## src/rtl/ir_nec_tx.sv

```systemverilog
// ir_nec_tx: NEC infrared transmitter (leader, 32 LSB-first data bits, stop burst, gap to a fixed frame length).
// Define IR_TX_REPEAT_EN to emit NEC repeat codes while repeat_req is held at the end of each gap.
module ir_nec_tx #(
    parameter int UNIT_CYCLES  = 28125,
    parameter int CARRIER_HALF = 658,
    parameter int FRAME_UNITS  = 192
) (
    input  logic       clk,
    input  logic       rst,
    input  logic       start,
    input  logic [7:0] addr,
    input  logic [7:0] cmd,
    input  logic       repeat_req,
    output logic       busy,
    output logic       done,
    output logic       ir_env,
    output logic       ir_tx
);
    localparam int UW = $clog2(UNIT_CYCLES + 1);
    localparam int CW = $clog2(CARRIER_HALF + 1);

    typedef enum logic [3:0] {
        IDLE, LEAD_MARK, LEAD_SPACE, BIT_MARK, BIT_SPACE, STOP_MARK, GAP
`ifdef IR_TX_REPEAT_EN
        , REP_MARK, REP_SPACE, REP_STOP, REP_GAP
`endif
    } state_t;

    state_t         state, nxt;
    logic [31:0]    data;
    logic [4:0]     bit_idx, seg_cnt, seg_len;
    logic [UW-1:0]  unit_cnt;
    logic [CW-1:0]  car_cnt;
    logic [7:0]     frame_cnt;
    logic           mark, nxt_mark, unit_tick, seg_end, frame_end, accept, rep_start, car_wrap;

    function automatic logic is_mark(state_t s);
`ifdef IR_TX_REPEAT_EN
        return s == LEAD_MARK || s == BIT_MARK || s == STOP_MARK || s == REP_MARK || s == REP_STOP;
`else
        return s == LEAD_MARK || s == BIT_MARK || s == STOP_MARK;
`endif
    endfunction

    assign unit_tick = unit_cnt == UW'(UNIT_CYCLES - 1);
    assign seg_end   = unit_tick && seg_cnt == seg_len - 5'd1;
    assign frame_end = unit_tick && frame_cnt == 8'(FRAME_UNITS - 1);
    assign accept    = state == IDLE && start && !done;
    assign mark      = is_mark(state);
    assign nxt_mark  = is_mark(nxt);
    assign car_wrap  = car_cnt == CW'(CARRIER_HALF - 1);
    assign busy      = state != IDLE;
    assign ir_env    = !mark;

`ifdef IR_TX_REPEAT_EN
    assign rep_start = nxt == REP_MARK && state != REP_MARK;
`else
    logic unused_repeat;
    assign unused_repeat = repeat_req;
    assign rep_start = 1'b0;
`endif

    always_comb begin
        seg_len = 5'd1;
        case (state)
            LEAD_MARK:  seg_len = 5'd16;
            LEAD_SPACE: seg_len = 5'd8;
            BIT_SPACE:  seg_len = data[bit_idx] ? 5'd3 : 5'd1;
`ifdef IR_TX_REPEAT_EN
            REP_MARK:   seg_len = 5'd16;
            REP_SPACE:  seg_len = 5'd4;
`endif
            default:    seg_len = 5'd1;
        endcase
    end

    always_comb begin
        nxt = state;
        case (state)
            IDLE:       nxt = accept ? LEAD_MARK : IDLE;
            LEAD_MARK:  if (seg_end) nxt = LEAD_SPACE;
            LEAD_SPACE: if (seg_end) nxt = BIT_MARK;
            BIT_MARK:   if (seg_end) nxt = BIT_SPACE;
            BIT_SPACE:  if (seg_end) nxt = bit_idx == 5'd31 ? STOP_MARK : BIT_MARK;
            STOP_MARK:  if (seg_end) nxt = GAP;
`ifdef IR_TX_REPEAT_EN
            GAP, REP_GAP: if (frame_end) nxt = repeat_req ? REP_MARK : IDLE;
            REP_MARK:   if (seg_end) nxt = REP_SPACE;
            REP_SPACE:  if (seg_end) nxt = REP_STOP;
            REP_STOP:   if (seg_end) nxt = REP_GAP;
`else
            GAP:        if (frame_end) nxt = IDLE;
`endif
            default:    nxt = IDLE;
        endcase
    end

    // Unit, segment and frame counters only advance while busy, so accept always starts them at zero.
    always_ff @(posedge clk) begin
        if (rst) begin
            state     <= IDLE;
            done      <= 1'b0;
            data      <= '0;
            bit_idx   <= '0;
            seg_cnt   <= '0;
            unit_cnt  <= '0;
            frame_cnt <= '0;
            car_cnt   <= '0;
            ir_tx     <= 1'b0;
        end else begin
            state     <= nxt;
            done      <= busy && nxt == IDLE;
            if (accept) data <= {~cmd, cmd, ~addr, addr};
            unit_cnt  <= (!busy || unit_tick) ? '0 : unit_cnt + 1'b1;
            seg_cnt   <= (!busy || nxt != state) ? '0 : unit_tick ? seg_cnt + 5'd1 : seg_cnt;
            bit_idx   <= !busy ? '0 : (state == BIT_SPACE && seg_end && bit_idx != 5'd31) ? bit_idx + 5'd1 : bit_idx;
            frame_cnt <= (!busy || rep_start) ? '0 : (unit_tick && frame_cnt != 8'(FRAME_UNITS)) ? frame_cnt + 8'd1 : frame_cnt;
            if (nxt_mark && !mark) begin
                car_cnt <= '0;
                ir_tx   <= 1'b1;
            end else if (nxt_mark) begin
                car_cnt <= car_wrap ? '0 : car_cnt + 1'b1;
                if (car_wrap) ir_tx <= !ir_tx;
            end else begin
                car_cnt <= '0;
                ir_tx   <= 1'b0;
            end
        end
    end
endmodule
```

## config.mk

```make
export PLATFORM = sky130hd
export DESIGN_NAME = ir_nec_tx
export DESIGN_NICKNAME = d
export VERILOG_FILES = /design/src/rtl/ir_nec_tx.sv
export SDC_FILE = /design/constraint.sdc
export NUM_CORES = 1
export LEC_CHECK = 0
export BUFFER_PORTS_ARGS = -buffer_cell sky130_fd_sc_hd__buf_2
export CORE_AREA = 2 2 122 124
export DETAILED_ROUTE_END_ITERATION = 12
export DIE_AREA = 0 0 124 126
export SYNTH_ARGS = -nofsm -noshare
export SYNTH_HDL_FRONTEND = slang
export SYNTH_SLANG_ARGS = --single-unit
```

## constraint.sdc

```tcl
create_clock -name clk -period 8.37 [get_ports clk]
set_clock_uncertainty 0.1 [all_clocks]
set_input_delay 1.674 -clock clk [delete_from_list [all_inputs] [get_ports clk]]
set_output_delay 1.674 -clock clk [all_outputs]
set_load 0.02 [all_outputs]
```

; ---- Word-level counts from Yosys, hierarchy flattened
; Index checks and enable logic that the tools add are counted.
; Widths: inputs -> output; s select.
[classes]
n_bitwise = 4
addsub = 6
n_lt_le_gt_ge = 1
n_reduce_logical = 26
n_eq_ne = 18
muxes = 16
[op_table]
columns = cell, n
row1 = $pmux 4 s7, 1
row2 = $mux 4, 6
row3 = $eq 4x3->1 const B, 4
row4 = $not 8->8, 2
row5 = $add 15x1->15 const B, 1
row6 = $eq 15x15->1 const B, 1
row7 = $pmux 5 s3, 1
row8 = $eq 4x2->1 const B, 3
row9 = $add 10x1->10 const B, 1
row10 = $add 5x1->5 const B, 2
row11 = $eq 10x10->1 const B, 1
row12 = $logic_and 1x1->1, 9
row13 = $add 8x1->8 const B, 1
row14 = $eq 4x1->1 const B, 2
row15 = $eq 8x8->1 const B, 1
row16 = $logic_not 4->1, 2
row17 = $ne 8x8->1 const B, 1
row18 = $logic_or 1x1->1, 6
row19 = $lt 5x6->1 const B, 1
row20 = $reduce_or 2->1, 3
row21 = $bmux 1 s5, 1
row22 = $eq 5x5->1, 1
row23 = $eq 5x5->1 const B, 1
row24 = $mux 1, 5
row25 = 10 further kinds, 14
[totals]
regBits = 81

; ---- Logic depth before layout (Yosys ltp)
[logic_depth]
ltp_word = 14
ltp_mapped = 14
mapped_depth_nobuf = 13

; ---- Least setup slack after synthesis
; Ideal clock, no wire load.
[synth_timing]
kind = register -> output
start = register state[3]
end = output port busy
stages_incl_launch_ff = 5
required_ps = 6596
path_slack_ps = 5370
n_path_buf = 1
arrival_ps = 1226
path_cell_list = dfxtp_1 -> clkbuf_1 -> or2_2 -> nor3_1 -> inv_1
[synth_via]
elab_chain_len = 1
[synth_rtl]
columns = item, line_no
row1 = start: declaration, 29  ; state_t state, nxt;
row2 = start signal: assignment, 111  ; state <= nxt;
row3 = $reduce_bool 4->1, 52  ; assign busy = state != IDLE;
row4 = end: declaration, 14  ; output logic busy,
; Every way passes these cells.

; ---- Worst setup path after layout
[layout_timing]
start = register state[2]
end = output port busy
; Same word-level chain as after synthesis.

==> results.sh <==
export IMPL_outcome="completed"
export IMPL_portBuffers=22
export IMPL_setup_viol=0
export IMPL_fin_tns_setup_ps=0
export IMPL_synthCells=474
export IMPL_clock_sinks=81
export IMPL_core_um2=14300
export IMPL_synth_seq_cells=81
export IMPL_rows=44
export IMPL_avgSynthCellArea_um2=8.34
export IMPL_synthTopCellsByArea="dfxtp_1 41%, nor2_1 8.9%, xor2_1 6.2%"
export IMPL_endpoint_kind="output port"
export IMPL_place_congestion=0.793
export IMPL_critical_path_class="reg -> out"
export IMPL_synth_ff_type="dfxtp_1"
export IMPL_die_area_um2=15600
export IMPL_power_uw=888
export IMPL_cts_buffer_depth=2
export IMPL_drv_slew=0
export IMPL_fmax_mhz=278
export IMPL_drt_first_pass_iters=5
export IMPL_drc=0
export IMPL_yosysTopAreaCell="dfxtp_1"
export IMPL_power_density_nw_per_um2=196
export IMPL_syn_num_nets=504
export IMPL_diodes=0
export IMPL_post_route_min_period_ps=3590
export IMPL_grt_pass1_vias=3106
export IMPL_antenna_left=0
export IMPL_hold_path_depth=2
export IMPL_rsz0062_at_grt="false"
export IMPL_p_leak_uw=0.00162
export IMPL_die_y_um=126
export IMPL_cts_tree="yes"
export IMPL_irDropWorstVdd_mv=0.0961
export IMPL_antenna_found_initial=0
export IMPL_vias=3150
export IMPL_ctsHoldBuffers=0
export IMPL_cts_setup_buffers=0
export IMPL_drive_above_1_share=0.106
export IMPL_cp_required_ps=6600
export IMPL_synth_edff_count=0
export IMPL_htree_levels=3
export IMPL_hold_viol_final=0
export IMPL_min_period_over_period=0.429
export IMPL_cap_violations=0
export IMPL_ys_types=51
export IMPL_cts_root_buffer="clkbuf_16"
export IMPL_ios=24
export IMPL_grt_pass1_wl_um=13700
export IMPL_post_dp_hpwl_um=5550
export IMPL_grt_ovfl_total=0
export IMPL_routed_wl_um=7890
export IMPL_worstPathArrival_ps=1820
export IMPL_wl_per_cell_um=11.7
export IMPL_grt_max_degree=48
export IMPL_synth_top_area_share=0.410
export IMPL_layout_nets=515
export IMPL_cts_clk_slew_worst_paths_ps=60
export IMPL_synth_async_reset_ratio=0
export IMPL_initialDrtViolationCount=200
export IMPL_synth_common_cells="94 x nor2_1, 81 x dfxtp_1, 56 x nand2_1, 38 x a21oi_1, 28 x xor2_1"
export IMPL_via_per_inst=4.67
export IMPL_reg2reg_depth=8
export IMPL_ys_seq_area_frac=0.410
export IMPL_cts_buffers=9
export IMPL_dp_cells=658
export IMPL_yosysMostFrequentCell="nor2_1"
export IMPL_worstSkewPairLatency_ps=340
export IMPL_tightest_slew_ps=833
export IMPL_relSlewSlack=0.444
export IMPL_critPathLaunchType="flip-flop"
export IMPL_syn_area_um2=3950
export IMPL_min_path_type="reg -> reg"
export IMPL_area_delta_synth_final_pct=14.6
export IMPL_die_width_um=124
export IMPL_initial_core_util=0.276
export IMPL_ctsResizeCount=0
export IMPL_cp_max_fo=16
export IMPL_fin_cells=674
export IMPL_grt_usage=0.111
export IMPL_yosysWarnings=0
[where the power goes]
part	total (uW)	internal, uW	switching (uW)
Clock	441	291	150
Combinational	45.1	16.8	28.3
Sequential	401	395	6.55
Total	888	703	185
[cells in the final DEF (no fill, tap or decap), types with 5 or more instances in the layout]
| master | instances |
|---|---|
| and3_1 | 9 |
| inv_1 | 12 |
| xor2_1 | 28 |
| nand4_1 | 5 |
| nand2_1 | 56 |
| dfxtp_1 | 81 |
| o21ai_0 | 5 |
| nor2b_1 | 5 |
| nand3_1 | 23 |
| clkbuf_16 | 9 |
| buf_2 | 22 |
| nor3_1 | 7 |
| nor2_1 | 94 |
| a21oi_1 | 38 |
| xnor2_1 | 12 |
| mux2i_1 | 14 |
| ha_1 | 10 |
[final timing paths]
kind | startpoint | slack (ps) | endpoint
worst max-delay path | state[2] | 4780 | busy
worst min-delay path | data[22] | 350 | data[22]
worst max register to register | bit_idx[2] | 5180 | done
worst min register to register | data[22] | 350 | data[22]
[logic make-up after synthesis]
kind of cell,synth area share
compound gates,0.0890
xor+xnor,0.0886
fa+ha+maj,0.0317
buf+inv,0.0408
flops,0.410
mux,0.0668
other cells,0.000949
simple gates,0.272
[per-stage QoR]
step / area (um^2) / utilization / worst slack, ps / hold WS (ps)
after CTS: 4530 / 0.316 / 4760 / 357
after detailed placement: 4190 / 0.293 / 4980 / 348
final: 4530 / 0.316 / 4780 / 354
after global placement: 4190 / 0.293 / 5030 / 342
after floorplan: 3950 / - / 5370 / 332
after global routing: 4530 / 0.316 / 4580 / 377
[flip-flops by register name, indices dropped and copies added, names as in the netlist]
register and count:
bit_idx 5, car_cnt 10, data 32, seg_cnt 5, frame_cnt 8, ir_tx 1
done 1, state 4, unit_cnt 15
[metal layers]
layer	GRT usage	wire (um)	up-vias
li1	-	-	1618
met1	0.138	3820	1474
met2	0.173	3580	48
met3	0.0285	326	10
met4	0.0608	170	0
met5	0	0	-
[final cells by class]
cell class	instances	area, um^2
fill	1509	9790
multi-input combinational	357	2170
sequential	81	1620
clock buffer	11	233
tap	184	230
timing repair buffer	24	125
clock inverter	5	104
inverter	12	45.0
[critical path, cell delays in order, from the launching register on]
cell	delay (ps)
dfxtp_1	450
or2_2	380
nor3_1	340
inv_1	120
buf_2	180
No activity file was read; power rests on OpenSTA's default activity.
